File: config.mk
export PLATFORM = sky130hd
export DESIGN_NAME = seq_detector_prog
export DESIGN_NICKNAME = d
export VERILOG_FILES = /design/src/rtl/seq_detector_prog.sv
export SDC_FILE = /design/constraint.sdc
export NUM_CORES = 1
export LEC_CHECK = 0
export CAP_MARGIN = 20
export CORE_MARGIN = 4
export CORE_UTILIZATION = 30
export CTS_CLUSTER_SIZE = 28
export DETAILED_ROUTE_END_ITERATION = 10
export HOLD_SLACK_MARGIN = 0.08
export PLACE_DENSITY = 0.6
export RECOVER_POWER = 100
export SYNTH_ARGS = -nofsm -noshare
export SYNTH_HDL_FRONTEND = slang
export SYNTH_SLANG_ARGS = --single-unit
File: constraint.sdc
create_clock -name clk -period 2.15 [get_ports clk]
set_input_delay 0.3225 -clock clk [delete_from_list [all_inputs] [get_ports clk]]
set_output_delay 0.3225 -clock clk [all_outputs]
set_load 0.005 [all_outputs]
File: src/rtl/seq_detector_prog.sv
// seq_detector_prog: runtime-programmable serial pattern detector.
// Samples one bit per data_valid cycle. It flags every occurrence of the loaded
// pattern, which can be 1..MAX_LEN bits long. Overlapping and non-overlapping
// matches are both supported. Detection is registered, so it appears one clock
// after the completing bit.
// Optional feature macro: SEQDET_MATCH_CNT_EN. When it is defined, a saturating
// match counter is built. When it is undefined, match_count is tied to 0.
module seq_detector_prog #(
  parameter int                 MAX_LEN     = 16,
  parameter int                 LEN_W       = 5,
  parameter logic [MAX_LEN-1:0] DEF_PATTERN = MAX_LEN'(16'h000B),
  parameter int                 DEF_LEN     = 4,
  parameter bit                 DEF_OVERLAP = 1'b1,
  parameter int                 CNT_W       = 8
) (
  input  logic               clk,
  input  logic               reset,
  input  logic               data_in,
  input  logic               data_valid,
  input  logic               cfg_load,
  input  logic [MAX_LEN-1:0] cfg_pattern,
  input  logic [LEN_W-1:0]   cfg_len,
  input  logic               cfg_overlap,
  input  logic               cnt_clr,
  output logic               detected,
  output logic [CNT_W-1:0]   match_count
);

  typedef enum logic {FILL, RUN} state_t;

  state_t             state_q, state_d;
  logic [MAX_LEN-1:0] hist_q, hist_d, hist_shift;
  logic [LEN_W-1:0]   fill_q, fill_d;
  logic [MAX_LEN-1:0] pattern_q;
  logic [LEN_W-1:0]   len_q;
  logic               overlap_q;
  logic [MAX_LEN-1:0] len_mask;
  logic               cfg_ok;
  logic               window_hit;
  logic               hit;

  // A load with an out-of-range length is treated as if the strobe were absent.
  assign cfg_ok = cfg_load && (cfg_len != '0) && (cfg_len <= LEN_W'(MAX_LEN));

  // The history after taking the current bit. The oldest bit ends up at the top.
  assign hist_shift = {hist_q[MAX_LEN-2:0], data_in};

  // Build a mask with ones in the low len positions. Pattern bits above len are don't-care.
  always_comb begin
    for (int i = 0; i < MAX_LEN; i++) begin
      len_mask[i] = (LEN_W'(i) < len_q);
    end
  end

  assign window_hit = (((hist_shift ^ pattern_q) & len_mask) == '0);

  // Compute the next state and the next history, and decide whether this edge is a match.
  always_comb begin
    // NOTE: every signal driven here gets a default first, so no path can leave it unassigned and infer a latch.
    state_d = state_q;
    hist_d  = hist_q;
    fill_d  = fill_q;
    hit     = 1'b0;
    if (cfg_ok) begin
      state_d = FILL;
      hist_d  = '0;
      fill_d  = '0;
    end else if (data_valid) begin
      hist_d = hist_shift;
      unique case (state_q)
        FILL: begin
          fill_d = fill_q + LEN_W'(1);
          if (fill_d == len_q) begin
            hit     = window_hit;
            state_d = RUN;
          end
        end
        RUN: hit = window_hit;
        default: state_d = FILL;
      endcase
      // In non-overlap mode, a match starts a fresh window. The matched bits age out of the mask before the next compare.
      if (hit && !overlap_q) begin
        fill_d  = '0;
        state_d = FILL;
      end
    end
  end

  // Configuration registers: they return to the defaults on reset and take new values on a legal load.
  always_ff @(posedge clk) begin
    if (!reset) begin
      pattern_q <= DEF_PATTERN;
      len_q     <= LEN_W'(DEF_LEN);
      overlap_q <= DEF_OVERLAP;
    end else if (cfg_ok) begin
      pattern_q <= cfg_pattern;
      len_q     <= cfg_len;
      overlap_q <= cfg_overlap;
    end
  end

  // FSM, history, fill counter and the registered detect flag.
  always_ff @(posedge clk) begin
    // NOTE: state is updated with non-blocking assignments, so every flop samples values from before the edge.
    if (!reset) begin
      state_q  <= FILL;
      hist_q   <= '0;
      fill_q   <= '0;
      detected <= 1'b0;
    end else begin
      state_q  <= state_d;
      hist_q   <= hist_d;
      fill_q   <= fill_d;
      detected <= hit;
    end
  end

`ifdef SEQDET_MATCH_CNT_EN
  logic [CNT_W-1:0] cnt_q;

  // Saturating match counter. A clear takes priority over a coincident match.
  always_ff @(posedge clk) begin
    if (!reset) begin
      cnt_q <= '0;
    end else if (cnt_clr) begin
      cnt_q <= '0;
    end else if (hit && (cnt_q != '1)) begin
      cnt_q <= cnt_q + CNT_W'(1);
    end
  end

  assign match_count = cnt_q;
`else
  logic unused_cnt_clr;

  assign unused_cnt_clr = cnt_clr;
  assign match_count    = '0;
`endif

endmodule

After elaboration in Yosys (flattened, before gate mapping)
Index checks and enable logic that the tools add are counted.

Register bits: 44. Latch bits: 0. Memory bits (writable): 0. Memory bits (read-only): 0. Input bits: 28. Output and inout port bits: 9. Word-level logic and storage cells: 50. Memories: 0.

Add/sub/neg operators: 1. $mul: 0. Divide/modulo/power cells: 0. Magnitude comparators: 17. Eq/ne operators: 2. Shifts and indexed selects: 0. Mux-type cells: 9. Bitwise logic cells: 5. Reductions and logical operators: 9.

Operators by type and width (number): < comparator 4 x 5 -> 1 bit (first input constant) (8); < comparator 3 x 5 -> 1 bit (first input constant) (4); bitwise AND 16 bit (1); logical NOT 16 bit (1); XOR 16 bit (1); < comparator 1 x 5 -> 1 bit (first input constant) (2); < comparator 2 x 5 -> 1 bit (first input constant) (2); two-way mux 5 bit (2); two-way mux 1 bit (6); adder 5 x 1 -> 5 bit (second input constant) (1); equality test 5 bit (1); less-or-equal comparator 5 bit (second input constant) (1); nonzero test 5 bit (1); logical AND 1 bit (3); NOT 1 bit (3); OR reduction 3 bit (1); inequality test 2 x 1 -> 1 bit (second input constant) (1); case mux 1 bit (2 select lines) (1); AND reduction 2 bit (1); OR reduction 2 bit (1); logical NOT 1 bit (1).

Logic depth before layout (Yosys ltp)
Gate-level depths: netlist (run 1).

Depth in word-level cells: 10. Gate-level depth with buffers: 8.

Least setup slack after synthesis (run 1)
No wires, ideal clock.

Path kind: reg2reg. Start: register fill_q[0]. End: register fill_q[0]. Arrival: 1754 ps. Data required time: 2050 ps. Setup slack: 297 ps. Cell stages (with the launch flop): 8. Buffers on the path: 0. Cell sequence: dfxtp_1 > ha_1 > xor2_1 > nor2_1 > a41o_1 > and4_4 > and2_4 > a2111oi_4.

Cells in the longest elaborated chain, start to end: 9.

Ends and longest elaborated chain: start, declared (RTL line 33) `logic [LEN_W-1:0] fill_q, fill_d;`; start signal, assigned (RTL line 113) `fill_q <= fill_d;`; adder 5 x 1 -> 5 bit * (RTL line 72) `fill_d = fill_q + LEN_W'(1);`; equality test 5 bit (RTL line 73) `if (fill_d == len_q) begin`; two-way mux 1 bit (RTL line 73); case mux 1 bit (2 select lines) (RTL line 70) `unique case (state_q)`; two-way mux 1 bit (RTL line 68) `end else if (data_valid) begin`; two-way mux 1 bit (RTL line 64) `if (cfg_ok) begin`; logical AND 1 bit (RTL line 82) `if (hit && !overlap_q) begin`; inequality test 2 x 1 -> 1 bit (no line); AND reduction 2 bit (no line).

Mark *: on every way between the ends. The rest lies on a longest branch, timed or not. The select of a mux whose other input is x is not followed. A chain may end at the register's enable or synchronous reset.

Worst setup path after layout (run 1)
Start: register len_q[1]. End: register fill_q[0].

Cells in the longest elaborated chain, start to end: 10.

Ends and longest elaborated chain: start, declared (RTL line 35) `logic [LEN_W-1:0] len_q;`; start signal, assigned (RTL line 93) `len_q <= LEN_W'(DEF_LEN);`; start signal, assigned (RTL line 97) `len_q <= cfg_len;`; < comparator 1 x 5 -> 1 bit, or another cell as far along (RTL line 51) `len_mask[i] = (LEN_W'(i) < len_q);`; bitwise AND 16 bit (RTL line 55) `assign window_hit = (((hist_shift ^ pattern_q) & len_mask) == '0);`; logical NOT 16 bit (RTL line 55); two-way mux 1 bit (RTL line 73); case mux 1 bit (2 select lines) * (RTL line 70); two-way mux 1 bit * (RTL line 68); two-way mux 1 bit * (RTL line 64); logical AND 1 bit * (RTL line 82); inequality test 2 x 1 -> 1 bit (no line); AND reduction 2 bit (no line).

Marked as above.

==> results of run 1 <==
==> worst min-delay path: stages, from the launching register on <==
cell and delay (ns):
dfxtp_1 0.32, nand2_1 0.05, a21boi_0 0.06
==> cell families after synthesis <==
family	Yosys count	share of synthesized area
and+or+nand+nor	103	0.212
AOI/OAI and AO/OA	48	0.159
DFF	44	0.392
buffers and inverters	25	0.0691
xor gates and xnor gates	24	0.0936
muxes	15	0.0669
adders and majority gates	1	0.00557
other	1	0.00167
==> flip-flops by register name, summed over array words and instances, names as in the netlist <==
| register | flops |
|---|---|
| len_q | 5 |
| state_q | 1 |
| detected | 1 |
| pattern_q | 16 |
| hist_q | 15 |
| overlap_q | 1 |
| fill_q | 5 |
==> power by group through the flow <==
| stage | registers [mW] | logic [mW] | clock network (mW) |
|---|---|---|---|
| after floorplan | 0.878 | 0.167 | 0 |
| after global placement | 0.888 | 0.247 | 0 |
| after detailed placement | 0.888 | 0.249 | 0 |
| after CTS | 0.869 | 0.250 | 0.543 |
| after global routing | 0.874 | 0.276 | 0.579 |
| final | 0.869 | 0.247 | 0.526 |
==> final cells by class <==
| cell class | instances | area share |
|---|---|---|
| Clock buffer | 8 | 0.0332 |
| Multi-Input combinational cell | 199 | 0.455 |
| Tap cell | 99 | 0.0456 |
| Inverter | 2 | 0.00276 |
| Timing Repair Buffer | 38 | 0.138 |
| Sequential cell | 44 | 0.325 |
==> cell usage in the layout (no fill, tap or decap), types with 4 or more instances in the layout <==
master / Yosys / layout
nand2_1: 50 / 50
dfxtp_1: 44 / 43
clkdlybuf4s50_1: 0 / 25
nor2_1: 23 / 23
a21boi_0: 17 / 17
mux2i_1: 15 / 15
xor2_1: 12 / 12
xnor2_1: 12 / 12
nand3_1: 8 / 8
a21oi_1: 8 / 8
conb_1: 1 / 8
buf_4: 9 / 8
clkbuf_8: 0 / 6
o21ai_0: 4 / 4
nor3_1: 4 / 4
==> layer usage <==
layer,up-vias,GRT usage,routed length [um]
met4,0,0.0505,121
met5,-,0,0
met2,39,0.186,2100
met3,11,0.0247,211
met1,829,0.152,2330
li1,927,-,-
==> path summary, 6_finish.rpt <==
check	end	cells past startpoint	slack (ns)
min reg2reg	pattern_q[7]	2	0.48
max reg2reg	fill_q[0]	8	0.16
max	fill_q[0]	8	0.16
min	pattern_q[7]	2	0.48
==> stage by stage <==
step                      cells  utilization
after floorplan             268            -
after global placement      382        0.362
after detailed placement    382        0.362
after CTS                   390        0.375
after global routing        390        0.374
final                       390        0.374
==> repair_timing <==
action	in CTS	in global routing
hold buffers	0	0
gates resized for setup	0	2
endpoints found under the setup margin	0	4
hold endpoints to repair	0	0
==> reports/results.tsv, run 1 <==
stage	metric	value	unit
run_status	status	completed	
yosys	yosysWarnings	0	
placed_design	io_buffers	27	
yosys	synthMostInstantiatedCell	nand2_1	
worst_setup_path	crit_chain	clkbuf_2 > or3_1 > a211oi_1 > nor3_2 > nor2_1 > and4_4 > and2_4 > a2111oi_4	
yosys	syn_inst	261	
global_routing	track_usage	0.117	
min_path	hold_path_class	reg -> reg	
sta	finalCritPeriodShare	0.924	
yosys	synth_area	2250	um2
worst_setup_path	cp-start-kind	flop	
placed_design	gp_congestion	0.824	
yosys	synth_top_cells_by_count	50 x nand2_1, 44 x dfxtp_1, 23 x nor2_1	
worst_setup_path	slowest_stage	or3_1	
power_and_ir_drop	seqPwrFrac	0.529	
yosys	synth_area_per_cell	8.60	um2
min_path	hold_start	pattern_q[7]	
global_routing	grt_pass1_wl	8.21	mm
floorplanning	die_w	94.5	um
placed_design	dp_hpwl	3.47	mm
yosys	synth_area_leaders	dfxtp_1 39%, nand2_1 8.4%, mux2i_1 6.7%, a21boi_0 5.7%, xnor2_1 4.7%	
worst_setup_path	cp_top_family	simple AND/OR/NAND/NOR gates	
sta	tns	0	ns
power_and_ir_drop	p_clk_frac	0.320	
routing	viasPerCell	4.63	
routing	drt_iter0_markers	77	
global_routing	grt_overflow	0	
yosys	synth_top_area_frac	0.392	
floorplanning	ios	37	
layout	postLayoutCellArea	2720	um2
worst_setup_path	worstPathArrival	2.15	ns
clock_tree	clk_pin_slew	0.08	ns
floorplanning	initial_core_util	0.310	
sta	rsz0062_at_grt	false	
yosys	synth_cell_type_count	45	
placed_design	dp_slack	0.0625	ns
clock_tree	cts_num_sinks	44	
yosys	synthArstFlopShare	0	
floorplanning	die_y	94.5	um
layout	area_delta_synth_final	20.9	%
power_and_ir_drop	p_leak	1.05	nW
worst_setup_path	crit_type	reg -> reg	
routing	antenna_left	0	
worst_setup_path	cpPeakStageDelay	0.39	ns
power_and_ir_drop	p_int	1.23	mW
sta	fmaxAchievable	0.503	GHz
clock_tree	root_buffer	clkbuf_8	
clock_tree	cts_buffer_depth	2	
power_and_ir_drop	switching_share	0.250	
power_and_ir_drop	power.density	605	nW/um2
power_and_ir_drop	p_total	1.64	mW
yosys	yosysSeqAreaShare	0.392	
routing	wirelength	4.76	mm
clock_tree	clk_latency	0.29	ns
sta	setup_viol	0	
layout	fill_cells	770	
floorplanning	dieArea	8930	um2
sta	holdWs	0.479	ns
routing	route.detailed.drc	0	
floorplanning	rows	31	
yosys	synth_area_leader_cell	dfxtp_1	
yosys	ys_seq_elements	44	
run	max_cap_viol_count	0	
power_and_ir_drop	ir_drop	262	uV
placed_design	post_dp_cell_area	2630	um2
sta	maxSlewViolCount	0	
worst_setup_path	setup.worst_path.end_class	flop	
worst_setup_path	path_buf_inv	1	
clock_tree	cts_buffers	5	
power_and_ir_drop	power_switching	0.410	mW
yosys	synth_edf_count	0	
worst_setup_path	crit_fanout	7	
sta	hold_viol	0	
worst_setup_path	r2r-start	len_q[1]	
clock_tree	post_cts_buffers	0	
yosys	yosys_most_used_dff	dfxtp_1	
worst_setup_path	worstPathRequired	2.32	ns
routing	wire_per_inst	12.2	um
layout	drive_gt1_frac	0.0893	
global_routing	first_global_vias	1792	
routing	vias	1806	
layout	nNetsFinal	319	
global_routing	grt_max_degree	25	
routing	drtPass1Iterations	4	
power_and_ir_drop	combPwrFrac	0.150	
floorplanning	coreArea	7250	um2
sta	fin_worst_skew	0.00279	ns
layout	antenna_cells	0	
clock_tree	cts-htree-levels	2	
layout	multiInputGateArea	1240	um2
clock_tree	cts_tree	done	
sta	worst_slack	0.164	ns
global_routing	antenna_found_initial	0	
sta	worst_pin_slew	0.520	ns
sta	fin_crit	1.99	ns
worst_setup_path	crit_path_start	len_q[1]	
sta	relSlewSlack	0.650	
layout	final-seq-area	882	um2
(Power assumes the default switching activity.)
==> run 2, diff against run 1 <==
--- a/config.mk
+++ b/config.mk
@@ -10,8 +10,9 @@
 export CORE_UTILIZATION = 30
 export CTS_CLUSTER_SIZE = 28
 export DETAILED_ROUTE_END_ITERATION = 10
+export DONT_BUFFER_PORTS = 1
 export HOLD_SLACK_MARGIN = 0.08
-export PLACE_DENSITY = 0.6
+export PLACE_DENSITY = 0.54
 export RECOVER_POWER = 100
 export SYNTH_ARGS = -nofsm -noshare
 export SYNTH_HDL_FRONTEND = slang
==> reports/results.tsv, run 2 (synthesis gave the netlist of run 1 again) <==
stage	metric	value	unit
layout	layout_common_cells	50 x nand2_1, 43 x dfxtp_1, 23 x nor2_1	
clock_tree	root_buffer	clkbuf_8	
clock_tree	cts_num_sinks	44	
sta	worst_pin_slew	0.503	ns
placed_design	dp_slack	0.0981	ns
power_and_ir_drop	p_leak	0.937	nW
worst_setup_path	crit_chain	o41ai_2 > a21oi_1 > nor4_1 > and4_4 > and2_4 > a2111oi_4	
layout	largest_register_ff_count	16	
power_and_ir_drop	power_switching	0.407	mW
sta	setup_viol	0	
floorplanning	ios	37	
layout	reg_top3	pattern_q (16), hist_q (15)	
layout	antenna_cells	0	
routing	vias	1676	
sta	tns	0	ns
clock_tree	cts_hold_buf	0	
layout	area_delta_synth_final	8.08	%
global_routing	grt_max_degree	26	
clock_tree	cts_tree	done	
routing	wire_per_inst	13.1	um
min_path	hold_path_class	in -> reg	
sta	relSlewSlack	0.662	
sta	hold_viol	0	
clock_tree	clk_latency	0.29	ns
worst_setup_path	cp_top_family	simple AND/OR/NAND/NOR gates	
worst_setup_path	path_buf_inv	0	
sta	fin_worst_skew	0.00711	ns
layout	finish.utilization	0.335	
global_routing	track_usage	0.115	
layout	drive_gt1_frac	0.0913	
routing	drtPass1Iterations	4	
worst_setup_path	worstPathArrival	2.17	ns
worst_setup_path	setup.worst_path.end_class	flop	
power_and_ir_drop	p_total	1.71	mW
floorplanning	die_w	94.5	um
clock_tree	post_cts_buffers	0	
layout	layout_commonest_cell	nand2_1	
worst_setup_path	worstPathRequired	2.32	ns
routing	route.detailed.drc	0	
routing	drt_iter0_markers	104	
power_and_ir_drop	switching_share	0.239	
sta	maxSlewViolCount	0	
layout	max_flop_register	pattern_q	
clock_tree	cts_buffer_depth	2	
global_routing	first_global_vias	1656	
run_status	status	completed	
routing	wirelength	4.76	mm
global_routing	antenna_found_initial	0	
sta	worst_slack	0.146	ns
sta	finalCritPeriodShare	0.932	
sta	holdWs	0.107	ns
placed_design	dp_hpwl	3.54	mm
worst_setup_path	crit_fanout	12	
clock_tree	clk_pin_slew	0.09	ns
layout	nNetsFinal	291	
floorplanning	initial_core_util	0.310	
floorplanning	coreArea	7250	um2
power_and_ir_drop	combPwrFrac	0.099	
sta	rsz0062_at_grt	false	
global_routing	grt_pass1_wl	8.09	mm
power_and_ir_drop	power.density	703	nW/um2
routing	antenna_left	0	
power_and_ir_drop	p_clk_frac	0.391	
clock_tree	cts_buffers	5	
worst_setup_path	crit_type	reg -> reg	
worst_setup_path	cpPeakStageDelay	0.45	ns
layout	fill_cells	796	
run	max_cap_viol_count	0	
global_routing	grt_overflow	0	
placed_design	gp_congestion	0.831	
floorplanning	dieArea	8930	um2
clock_tree	cts-htree-levels	2	
sta	fmaxAchievable	0.499	GHz
power_and_ir_drop	seqPwrFrac	0.510	
floorplanning	rows	31	
floorplanning	die_y	94.5	um
clock_tree	ctsResizeCount	0	
power_and_ir_drop	ir_drop	261	uV
worst_setup_path	slowest_stage	dfxtp_1	
power_and_ir_drop	p_int	1.30	mW
placed_design	io_buffers	0	
sta	fin_crit	2.00	ns
worst_setup_path	cp-start-kind	flop	
routing	viasPerCell	4.63	
-- run 2: through the flow --
step / std cells / instance area (um2)
2_1_floorplan: 268 / 2270
3_3_place_gp: 354 / 2320
3_5_place_dp: 354 / 2320
4_1_cts: 362 / 2440
5_1_grt: 362 / 2430
6_report: 362 / 2430
-- run 2: final cells by class --
type | instances | area, um2 | share of cell area
clock inverters | 2 | 38.8 | 0.0160
well taps | 99 | 124 | 0.0510
inverters | 2 | 7.51 | 0.00309
multi-input cells | 199 | 1230 | 0.507
flip-flops and latches | 44 | 882 | 0.363
repair buffers | 10 | 62.6 | 0.0258
clock buffers | 6 | 82.6 | 0.0340
-- run 2: worst register-to-register path: stages, from the launching register on --
cell and delay [ns]:
dfxtp_1 0.45, o41ai_2 0.37, a21oi_1 0.11, nor4_1 0.40, and4_4 0.31, and2_4 0.18
a2111oi_4 0.05
-- run 2: routing by layer --
metal	GRT usage	vias to the layer above	wire, um
met5	0	-	0
met4	0.0337	0	52
met3	0.0382	4	322
met2	0.170	40	2020
met1	0.158	764	2360
li1	-	868	-
-- run 2: power by group through the flow --
stage	combinational, mW	sequential [mW]	clock (mW)
after floorplan	0.167	0.878	0
after global placement	0.173	0.889	0
after detailed placement	0.174	0.889	0
after CTS	0.175	0.870	0.687
after global routing	0.193	0.876	0.717
final	0.169	0.870	0.667
-- run 2: path summary, 6_finish.rpt --
path,start,cells after the start,slack (ns),endpoint
setup reg to reg,len_q[4],6,0.15,fill_q[0]
hold / removal,reset,1,0.11,len_q[2]
hold reg to reg,pattern_q[14],2,0.48,pattern_q[14]
setup / recovery,len_q[4],6,0.15,fill_q[0]
